--- src/rtl/gpio_serial_loader_if.sv ---
// Purpose: bundles the loader's control, register-file read and serial chain pins.
// Latency: none (wires only).
// Backpressure: none; start is a one-cycle request and busy tells the requester when it is honoured.
//
// Modports:
//   master - the loader: drives busy/done/cfg_addr/serial_*, reads start/defaults_only/cfg_data
//   slave  - housekeeping side and chain: drives start/defaults_only/cfg_data, observes the rest
interface gpio_serial_loader_if #(
    parameter int NUM_GPIO = 38,
    parameter int WIDTH    = 10
);
    localparam int AW = ($clog2(NUM_GPIO) > 1) ? $clog2(NUM_GPIO) : 1;

    logic             start;
    logic             defaults_only;
    logic             busy;
    logic             done;
    logic [AW-1:0]    cfg_addr;
    logic [WIDTH-1:0] cfg_data;
    logic             serial_clock;
    logic             serial_load;
    logic             serial_resetn;
    logic             serial_data;

    modport master (
        input  start, defaults_only, cfg_data,
        output busy, done, cfg_addr,
        output serial_clock, serial_load, serial_resetn, serial_data
    );

    modport slave (
        output start, defaults_only, cfg_data,
        input  busy, done, cfg_addr,
        input  serial_clock, serial_load, serial_resetn, serial_data
    );
endinterface

--- src/rtl/gpio_serial_loader.sv ---
// Purpose: resets the GPIO config chain, then shifts one word per pad (farthest first) and strobes load.
// Latency: busy for 4*CLK_DIV + NUM_GPIO*(1+2*CLK_DIV*WIDTH) + 1 cycles (defaults_only: 2*CLK_DIV + 1).
// Backpressure: none; start is only accepted in IDLE, requests while busy are dropped.
//
// Ports: wb_clk_i (clock), wb_rstn_i (synchronous active-low reset), bus (gpio_serial_loader_if.master).
// Optional feature: define GPIO_SERIAL_LOADER_AUTOSTART_EN to run a full program after every reset.
module gpio_serial_loader #(
    parameter int NUM_GPIO = 38,
    parameter int WIDTH    = 10,
    parameter int CLK_DIV  = 2
) (
    input  logic                   wb_clk_i,
    input  logic                   wb_rstn_i,
    gpio_serial_loader_if.master   bus
);
    localparam int AW = ($clog2(NUM_GPIO) > 1) ? $clog2(NUM_GPIO) : 1;
    localparam int HW = ($clog2(CLK_DIV) > 1) ? $clog2(CLK_DIV) : 1;
    localparam int BW = ($clog2(WIDTH) > 1) ? $clog2(WIDTH) : 1;
    localparam logic [HW-1:0] HC_LAST  = HW'(CLK_DIV - 1);
    localparam logic [BW-1:0] BIT_LAST = BW'(WIDTH - 1);
    localparam logic [AW-1:0] PAD_LAST = AW'(NUM_GPIO - 1);

    typedef enum logic [2:0] {
        S_IDLE, S_CRST, S_FETCH, S_SHIFT, S_LOAD, S_DONE
    } state_t;

    state_t           state, state_nx;
    logic [HW-1:0]    hc;        // cycles within the current half-period
    logic             ph;        // 0 = first half (clock low), 1 = second half
    logic [BW-1:0]    bit_idx;
    logic [AW-1:0]    pad;
    logic [WIDTH-1:0] sh;
    logic             dflt;
    logic             rst_seen;  // low until the first edge out of reset
    logic             go;
    logic             go_dflt;
    logic             timed;
    logic             tick;      // last cycle of a full 2*CLK_DIV period

`ifdef GPIO_SERIAL_LOADER_AUTOSTART_EN
    // rst_seen is still 0 on the first cycle after release: treat it as a full-program start.
    assign go      = bus.start | ~rst_seen;
    assign go_dflt = bus.defaults_only & rst_seen;
`else
    assign go      = bus.start;
    assign go_dflt = bus.defaults_only;
`endif

    assign timed = (state == S_CRST) || (state == S_SHIFT) || (state == S_LOAD);
    assign tick  = timed && ph && (hc == HC_LAST);

    // State register
    always_ff @(posedge wb_clk_i) begin
        if (!wb_rstn_i) state <= S_IDLE;
        else            state <= state_nx;
    end

    // Next-state logic
    always_comb begin
        state_nx = state;
        case (state)
            S_IDLE:  if (go) state_nx = S_CRST;
            S_CRST:  if (tick) state_nx = dflt ? S_DONE : S_FETCH;
            S_FETCH: state_nx = S_SHIFT;
            S_SHIFT: if (tick && (bit_idx == '0)) state_nx = (pad == '0) ? S_LOAD : S_FETCH;
            S_LOAD:  if (tick) state_nx = S_DONE;
            S_DONE:  state_nx = S_IDLE;
            default: state_nx = S_IDLE;
        endcase
    end

    // Outputs
    always_comb begin
        bus.busy          = (state != S_IDLE);
        bus.done          = (state == S_DONE);
        bus.cfg_addr      = pad;
        bus.serial_clock  = 1'b0;
        bus.serial_data   = 1'b0;
        bus.serial_load   = (state == S_LOAD);
        bus.serial_resetn = rst_seen && (state != S_CRST);
        if (state == S_SHIFT) begin
            bus.serial_clock = ph;
            // bit_idx only moves at a period boundary, i.e. as the clock drops.
            bus.serial_data  = sh[bit_idx];
        end
    end

    // Timing counters and shift datapath
    always_ff @(posedge wb_clk_i) begin
        if (!wb_rstn_i) begin
            hc       <= '0;
            ph       <= 1'b0;
            bit_idx  <= '0;
            pad      <= '0;
            sh       <= '0;
            dflt     <= 1'b0;
            rst_seen <= 1'b0;
        end else begin
            rst_seen <= 1'b1;

            if (timed) begin
                if (hc == HC_LAST) begin
                    hc <= '0;
                    ph <= ~ph;
                end else begin
                    hc <= hc + 1'b1;
                end
            end else begin
                hc <= '0;
                ph <= 1'b0;
            end

            case (state)
                S_IDLE:  if (go) dflt <= go_dflt;
                S_CRST:  if (tick && !dflt) pad <= PAD_LAST;
                S_FETCH: begin
                    sh      <= bus.cfg_data;
                    bit_idx <= BIT_LAST;
                end
                S_SHIFT: if (tick) begin
                    if (bit_idx != '0)   bit_idx <= bit_idx - 1'b1;
                    else if (pad != '0)  pad     <= pad - 1'b1;
                end
                default: ;
            endcase
        end
    end
endmodule

--- src/flat_wrapper.sv ---
// flat-port wrapper written by rule: the top's interface ports become plain ports
module gpio_serial_loader_flat 
#(
    parameter int NUM_GPIO = 38,
    parameter int WIDTH    = 10,
    parameter int CLK_DIV  = 2
)
  (wb_clk_i, wb_rstn_i, bus_start, bus_defaults_only, bus_cfg_data, bus_busy, bus_done, bus_cfg_addr, bus_serial_clock, bus_serial_load, bus_serial_resetn, bus_serial_data);
  gpio_serial_loader_if #(.NUM_GPIO(NUM_GPIO), .WIDTH(WIDTH)) bus_i ();
  input  logic wb_clk_i;
  input  logic wb_rstn_i;
  input wire logic [$bits(bus_i.start)-1:0] bus_start;
  input wire logic [$bits(bus_i.defaults_only)-1:0] bus_defaults_only;
  input wire logic [$bits(bus_i.cfg_data)-1:0] bus_cfg_data;
  output wire logic [$bits(bus_i.busy)-1:0] bus_busy;
  output wire logic [$bits(bus_i.done)-1:0] bus_done;
  output wire logic [$bits(bus_i.cfg_addr)-1:0] bus_cfg_addr;
  output wire logic [$bits(bus_i.serial_clock)-1:0] bus_serial_clock;
  output wire logic [$bits(bus_i.serial_load)-1:0] bus_serial_load;
  output wire logic [$bits(bus_i.serial_resetn)-1:0] bus_serial_resetn;
  output wire logic [$bits(bus_i.serial_data)-1:0] bus_serial_data;
  assign bus_i.start = bus_start;
  assign bus_i.defaults_only = bus_defaults_only;
  assign bus_i.cfg_data = bus_cfg_data;
  assign bus_busy = bus_i.busy;
  assign bus_done = bus_i.done;
  assign bus_cfg_addr = bus_i.cfg_addr;
  assign bus_serial_clock = bus_i.serial_clock;
  assign bus_serial_load = bus_i.serial_load;
  assign bus_serial_resetn = bus_i.serial_resetn;
  assign bus_serial_data = bus_i.serial_data;
  gpio_serial_loader #(.NUM_GPIO(NUM_GPIO), .WIDTH(WIDTH), .CLK_DIV(CLK_DIV)) u_core (.wb_clk_i(wb_clk_i), .wb_rstn_i(wb_rstn_i), .bus(bus_i));
endmodule
--- config.mk ---
export PLATFORM = sky130hd
export DESIGN_NAME = gpio_serial_loader_flat
export DESIGN_NICKNAME = d
export VERILOG_FILES = /design/src/rtl/gpio_serial_loader_if.sv /design/src/rtl/gpio_serial_loader.sv /design/src/flat_wrapper.sv
export SDC_FILE = /design/constraint.sdc
export NUM_CORES = 1
export LEC_CHECK = 0
export ABC_AREA = 1
export BUFFER_PORTS_ARGS = -buffer_cell sky130_fd_sc_hd__buf_2
export CAP_MARGIN = 0
export CELL_PAD_IN_SITES_DETAIL_PLACEMENT = 0
export CELL_PAD_IN_SITES_GLOBAL_PLACEMENT = 2
export CORE_AREA = 2 2 75 77
export CTS_CLUSTER_DIAMETER = 60
export CTS_CLUSTER_SIZE = 12
export DETAILED_ROUTE_END_ITERATION = 10
export DIE_AREA = 0 0 77 79
export PLACE_DENSITY_LB_ADDON = 0.12
export SETUP_SLACK_MARGIN = 0.2
export SLEW_MARGIN = 30
export SYNTH_ARGS = -nofsm -noshare
export SYNTH_HDL_FRONTEND = slang
export SYNTH_SLANG_ARGS = --single-unit
--- constraint.sdc ---
create_clock -name wb_clk_i -period 2 [get_ports wb_clk_i]
set_clock_uncertainty 0.1 [all_clocks]
set_input_delay 0.5 -clock wb_clk_i [delete_from_list [all_inputs] [get_ports wb_clk_i]]
set_output_delay 0.5 -clock wb_clk_i [all_outputs]
set_load 0.03 [all_outputs]
==> impl_metrics.toml, run 1 <==
[run_status]
status = "finished clean"

[global_routing]
track_usage_pct = 13.3
grt_pass1_vias = 1372
antenna_found_initial = 0
grt_remaining_overflow = 0
grt_pass1_wl_um = 6590
grt_max_degree = 17

[finish]
final_nets = 291
antenna_cells = 0
drive_above_1_share_pct = 24.9
fin_util_pct = 35.7
area_delta_synth_final_pct = 27.3

[logic_synthesis]
syn_avg_cell_area_um2 = 6.29
ys_seq_area_share_pct = 36.1
yosys-top-cells-area = "dfxtp_1, nand2_1, nor2_1, nand3_1, inv_1"
synthArstFlopShare_pct = 0
synth_most_common_cell = "nand2_1"
yosysWarnings = 0
synthSimpleGateAreaFrac_pct = 41.8
synthAdderAreaFrac_pct = 2.51
synthMuxAreaShare_pct = 0
synth_compound_area_share_pct = 9.03
synth_flop_cell = "dfxtp_1"
syn_area_um2 = 1500
ys_ff_latch = 27
syn_inst = 238
synth_largest_area_cell = "dfxtp_1"
synth_top_cells_by_count = "nand2_1, nor2_1, dfxtp_1"
synth_cell_type_count = 24
synth_top_family_by_area = "simple AND/OR/NAND/NOR gates"
synth_edf_count = 0
synth_xor_area_share_pct = 0.585
syn-num-nets = 255
synth_top_area_share_pct = 36.1

[setup_path]
path_buf_inv = 3
worstPathCellList = "buf_6 -> nor2_2 -> nor2_1 -> o21ai_1 -> nand2_1 -> nand2_1 -> nand3_2 -> nand2_2 -> inv_2 -> buf_6"
critPathMaxFanout = 6
rr_startpoint = "u_core.bit_idx[0]"
r2r_end = "u_core.state[2]"
r2r_setup_slack_ns = 0.31
cp_slowest_cell = "dfxtp_2"
crit_family = "simple AND/OR/NAND/NOR gates"
setup.worst_path.class = "reg -> out"
critPathArrivalTime_ns = 1.37
r2r_cells = 10
worst_path_largest_cell_delay_ns = 0.35
startpoint_type = "flop"
crit_required_ns = 1.40
endpoint_kind = "output pin"

[timing]
setup_viol = 0
min_period_ns = 1.97
maxSlewHeadroom_pct = 79.4
max_slew.worst_pin.slew_ns = 0.308
finalHoldViolations = 0
rsz0062_at_grt = "true"
finalMaxSlewViolations = 0
fin_crit_sh_pct = 98.7
fmax_mhz = 507

[clocking]
path_clk_slew_ns = 0.10
clock-sinks = 27
cts_tree = "yes"
clk_latency_ns = 0.28
cts-buffers-inserted = 3
clock-root-buffer = "clkbuf_8"
clk_path_buf_depth = 2
hold_buffers = 0
h-tree-depth = 1

[place]
dp_hpwl_um = 2850
place_congestion = 0.775
io_buffers = 25

[die]
fp-row-count = 27
die_h_um = 79
coreArea_um2 = 5340
die-area_um2 = 6080
top_level_ports = 26
dieWidth_um = 77
start_util_pct = 28.0

[power]
power.leakage_nw = 0.954
vdd_drop_max_uv = 413
swShare_pct = 48.9
clkPwrFrac_pct = 11.8
seqPwrFrac_pct = 31.3
power-per-cell-area_nw_per_um2 = 1500
p_sw_mw = 1.40
internal_power_mw = 1.46
p_comb_share_pct = 56.9
total_power_mw = 2.86

[worst_hold_path]
holdCritStartpoint = "u_core.hc"
hold_path.class = "reg -> reg"
min_path_cells = 1
hold_path_end = "u_core.hc"

[routing]
ant_nets = 0
routed_via_density = 4.34
drc = 0
drtPass1Iterations = 6
wirelength_um = 3920
route.vias.total = 1497
detail_route.wl_per_cell_um = 11.4
drtIter0Drc = 50

[job]
drv_cap = 0
==> flip-flops by register name, indices dropped and copies added (netlist names) <==
signal	flops
u_core.rst_seen	1
u_core.hc	1
u_core.ph	1
u_core.bus.cfg_addr	6
u_core.sh	10
u_core.dflt	1
u_core.state	3
u_core.bit_idx	4
==> power by group through the flow <==
stage	Clock, mW	Combinational (mW)	Sequential [mW]
floorplan	0	1.06	0.949
global placement	0	1.53	0.877
detailed placement	0	1.50	0.879
CTS	0.355	1.55	0.889
global route	0.370	1.86	0.924
finish	0.336	1.63	0.894
==> area by class of cell <==
type | count | area, um^2
tap | 72 | 90.1
clock buffer | 3 | 41.3
fill | 624 | 3430
clock inverter | 1 | 7.51
inverter | 30 | 116
sequential | 27 | 552
timing repair buffer | 36 | 233
multi-input combinational | 176 | 866
==> cell usage in the layout, fill, tap and decap left out <==
cell / synthesis / routed
or2_0: 1 / 1
nand4_1: 3 / 3
dfxtp_2: 0 / 3
nor2_4: 1 / 4
a21oi_2: 0 / 1
clkinv_2: 0 / 1
o211ai_1: 1 / 1
nand2_1: 57 / 54
nand3b_1: 1 / 1
nor2_1: 55 / 50
nand3_1: 20 / 19
nand2_4: 3 / 4
o21ai_0: 16 / 13
dfxtp_1: 27 / 22
xor2_1: 1 / 1
clkbuf_8: 0 / 3
nand3_2: 0 / 1
clkinv_1: 2 / 1
clkinvlp_4: 0 / 1
inv_4: 1 / 1
buf_2: 0 / 21
inv_1: 25 / 24
o21ai_1: 1 / 4
nor2_2: 2 / 4
inv_2: 2 / 3
nand2_2: 0 / 2
buf_4: 0 / 10
a21oi_1: 7 / 6
nor3_2: 0 / 2
clkbuf_4: 0 / 1
dfxtp_4: 0 / 2
o21bai_1: 1 / 1
nor3_1: 3 / 1
buf_6: 2 / 4
ha_1: 3 / 3
==> metal layers <==
metal / vias to the layer above / share of wire, % / global-route usage (%)
li1: 814 / - / -
met5: - / 0 / 0
met2: 28 / 42 / 19.9
met3: 4 / 3.2 / 1.93
met4: 0 / 1.3 / 4.82
met1: 651 / 54 / 19.3
==> per-stage QoR <==
stage	TNS, ns	area [um^2]	setup slack [ns]	cells	hold slack (ns)
6_report	0	1910	0.0261	345	0.344
5_1_grt	-0.0772	1910	-0.0772	345	0.355
4_1_cts	-0.0380	1850	-0.0380	343	0.347
3_5_place_dp	0	1720	0.201	336	0.331
3_3_place_gp	0	1720	0.179	336	0.335
2_1_floorplan	0	1500	0.225	238	0.313
==> worst max-delay path by stage <==
stage,from,endpoint,cells past startpoint
after floorplan,u_core.state[1],bus_serial_clock,5
after global placement,u_core.bit_idx[1],bus_serial_data,9
after detailed placement,u_core.bit_idx[1],bus_serial_data,9
after CTS,u_core.bit_idx[0],bus_serial_data,10
after global routing,u_core.bit_idx[0],bus_serial_data,10
final,u_core.bit_idx[0],bus_serial_data,10
==> repair_timing <==
action,4_1_cts,5_1_grt
setup buffers,3,2
pin swaps,2,2
endpoints found under the setup margin,5,11
hold endpoints to repair,0,0
gates resized for setup,20,16
==> cells by family (layout without fill, tap and decap cells) <==
| family | Yosys count | count (layout) |
|---|---|---|
| compound gates | 26 | 26 |
| xor+xnor | 1 | 1 |
| fa+ha+maj | 3 | 3 |
| buf+inv | 35 | 70 |
| flops | 27 | 27 |
| simple gates | 146 | 146 |
Power figures use the tool's default switching activity.
==> inputs of run 2 (changes only) <==
==> constraint.sdc (replaced) <==
create_clock -name wb_clk_i -period 2 [get_ports wb_clk_i]
set_clock_uncertainty 0.1 [all_clocks]
set_input_delay 0.4 -clock wb_clk_i [delete_from_list [all_inputs] [get_ports wb_clk_i]]
set_output_delay 0.4 -clock wb_clk_i [all_outputs]
set_load 0.03 [all_outputs]
==> impl_metrics.toml, run 2 (synthesized netlist as in run 1, its figures left out) <==
[finish]
fin_util_pct = 34.5
largest_reg_flops = 10
regArea_um2 = 552
mostFrequentLayoutCell = "nand2_1"
final_nets = 287
final_cell_mix = "nand2_1, nor2_1, inv_1"
antenna_cells = 0
multiInputGateArea_um2 = 830
drive_above_1_share_pct = 20.8
registers.top_by_ff_count = "u_core.sh"
n_fill_cell = 678
area_delta_synth_final_pct = 22.9

[timing]
max_slew.worst_pin.slew_ns = 0.413
finalMaxSlewViolations = 0
fmax_mhz = 530
setup_viol = 0
tns_ns = 0
maxSlewHeadroom_pct = 72.5
rsz0062_at_grt = "true"
min_period_ns = 1.89
finalHoldViolations = 0
fin_crit_sh_pct = 94.3

[global_routing]
track_usage_pct = 13.2
grt_remaining_overflow = 0
antenna_found_initial = 0
grt_max_degree = 23
grt_pass1_wl_um = 6510
grt_pass1_vias = 1385

[routing]
routed_via_density = 4.37
drtIter0Drc = 45
drc = 0
ant_nets = 0
detail_route.wl_per_cell_um = 11.2
route.vias.total = 1491
wirelength_um = 3830
drtPass1Iterations = 4

[die]
coreArea_um2 = 5340
dieWidth_um = 77
die-area_um2 = 6080
die_h_um = 79
top_level_ports = 26
start_util_pct = 28.0
fp-row-count = 27

[clocking]
h-tree-depth = 1
clk_latency_ns = 0.28
cts-buffers-inserted = 3
path_clk_slew_ns = 0.11
clock-sinks = 27
clock-root-buffer = "clkbuf_8"
clk_path_buf_depth = 2
cts_tree = "yes"

[power]
internal_power_mw = 1.44
p_comb_share_pct = 56.1
p_sw_mw = 1.36
clkPwrFrac_pct = 12.2
swShare_pct = 48.7
power.leakage_nw = 0.927
power-per-cell-area_nw_per_um2 = 1520
vdd_drop_max_uv = 416
seqPwrFrac_pct = 31.7

[place]
io_buffers = 25
place_congestion = 0.748
dp_hpwl_um = 2790

[run_status]
status = "finished clean"

[setup_path]
crit_required_ns = 1.50
critPathArrivalTime_ns = 1.39
setup.worst_path.class = "reg -> out"
startpoint_type = "flop"
endpoint_kind = "output pin"
critPathMaxFanout = 6

[job]
drv_cap = 0

[worst_hold_path]
hold_path.class = "in -> reg"
[run 2: changes by cell type in the layout (fill, tap and decap cells not counted), moves of 2 or more]
cell     delta
buf_6       -2
nand2_1     +2
nor3_1      +2
buf_4       -4
buf_2       +2
nor3_2      -2
[run 2: repair_timing]
action                                  4_1_cts  5_1_grt
endpoints found under the setup margin        3        7
buffers inserted                              2        1
gates cloned                                  0        0
gates resized for setup                      12        9
pin swaps                                     3        4
hold buffers                                  0        0
[run 2: worst paths after layout]
| path | startpoint | to | slack [ns] | cells past startpoint |
|---|---|---|---|---|
| worst max-delay path | u_core.bit_idx[0] | bus_serial_data | 0.11 | 10 |
| worst min-delay path | bus_cfg_data[4] | u_core.sh[4] | 0.25 | 3 |
| worst max register to register | u_core.bit_idx[1] | u_core.bus.cfg_addr[4] | 0.34 | 10 |
| worst min register to register | u_core.hc | u_core.hc | 0.36 | 1 |
[run 2: cell type report]
cell class | count | share of cell area [%]
inverters | 30 | 6.33
flip-flops and latches | 27 | 30.0
multi-input cells | 176 | 45.1
well taps | 72 | 4.90
clock inverters | 1 | 0.408
repair buffers | 32 | 11.0
clock buffers | 3 | 2.24
[run 2: per-layer routing]
layer	track usage, %	share of wire, %	vias to the layer above
met4	4.29	0.76	0
met2	20.4	42	18
met1	18.7	54	666
met5	0	0	-
met3	2.16	2.3	2
li1	-	-	805
[run 2: power groups by stage]
| stage | clock (mW) | sequential (mW) | combinational, mW |
|---|---|---|---|
| 2_1_floorplan | 0 | 0.949 | 1.06 |
| 3_3_place_gp | 0 | 0.877 | 1.52 |
| 3_5_place_dp | 0 | 0.880 | 1.49 |
| 4_1_cts | 0.352 | 0.881 | 1.53 |
| 5_1_grt | 0.378 | 0.924 | 1.79 |
| 6_report | 0.342 | 0.887 | 1.57 |
[run 2: worst max-delay path, cell delays in order (launching register included)]
cell and delay (ns):
dfxtp_2 0.34, buf_6 0.13, nor2_2 0.07, nor2_1 0.04, o21ai_1 0.06, nand2_1 0.07, nand2_1 0.06, nand3_1 0.07
nand2_1 0.08, inv_1 0.05, buf_6 0.13
[run 2: per-stage QoR]
step | cells | instance area [um^2] | worst slack, ns | hold WS, ns | total power [mW]
2_1_floorplan | 238 | 1500 | 0.325 | 0.313 | 2.01
5_1_grt | 341 | 1840 | 0.00693 | 0.256 | 3.10
4_1_cts | 340 | 1800 | 0.0555 | 0.252 | 2.76
6_report | 341 | 1840 | 0.113 | 0.254 | 2.80
3_5_place_dp | 334 | 1710 | 0.198 | 0.340 | 2.37
3_3_place_gp | 334 | 1710 | 0.183 | 0.335 | 2.39
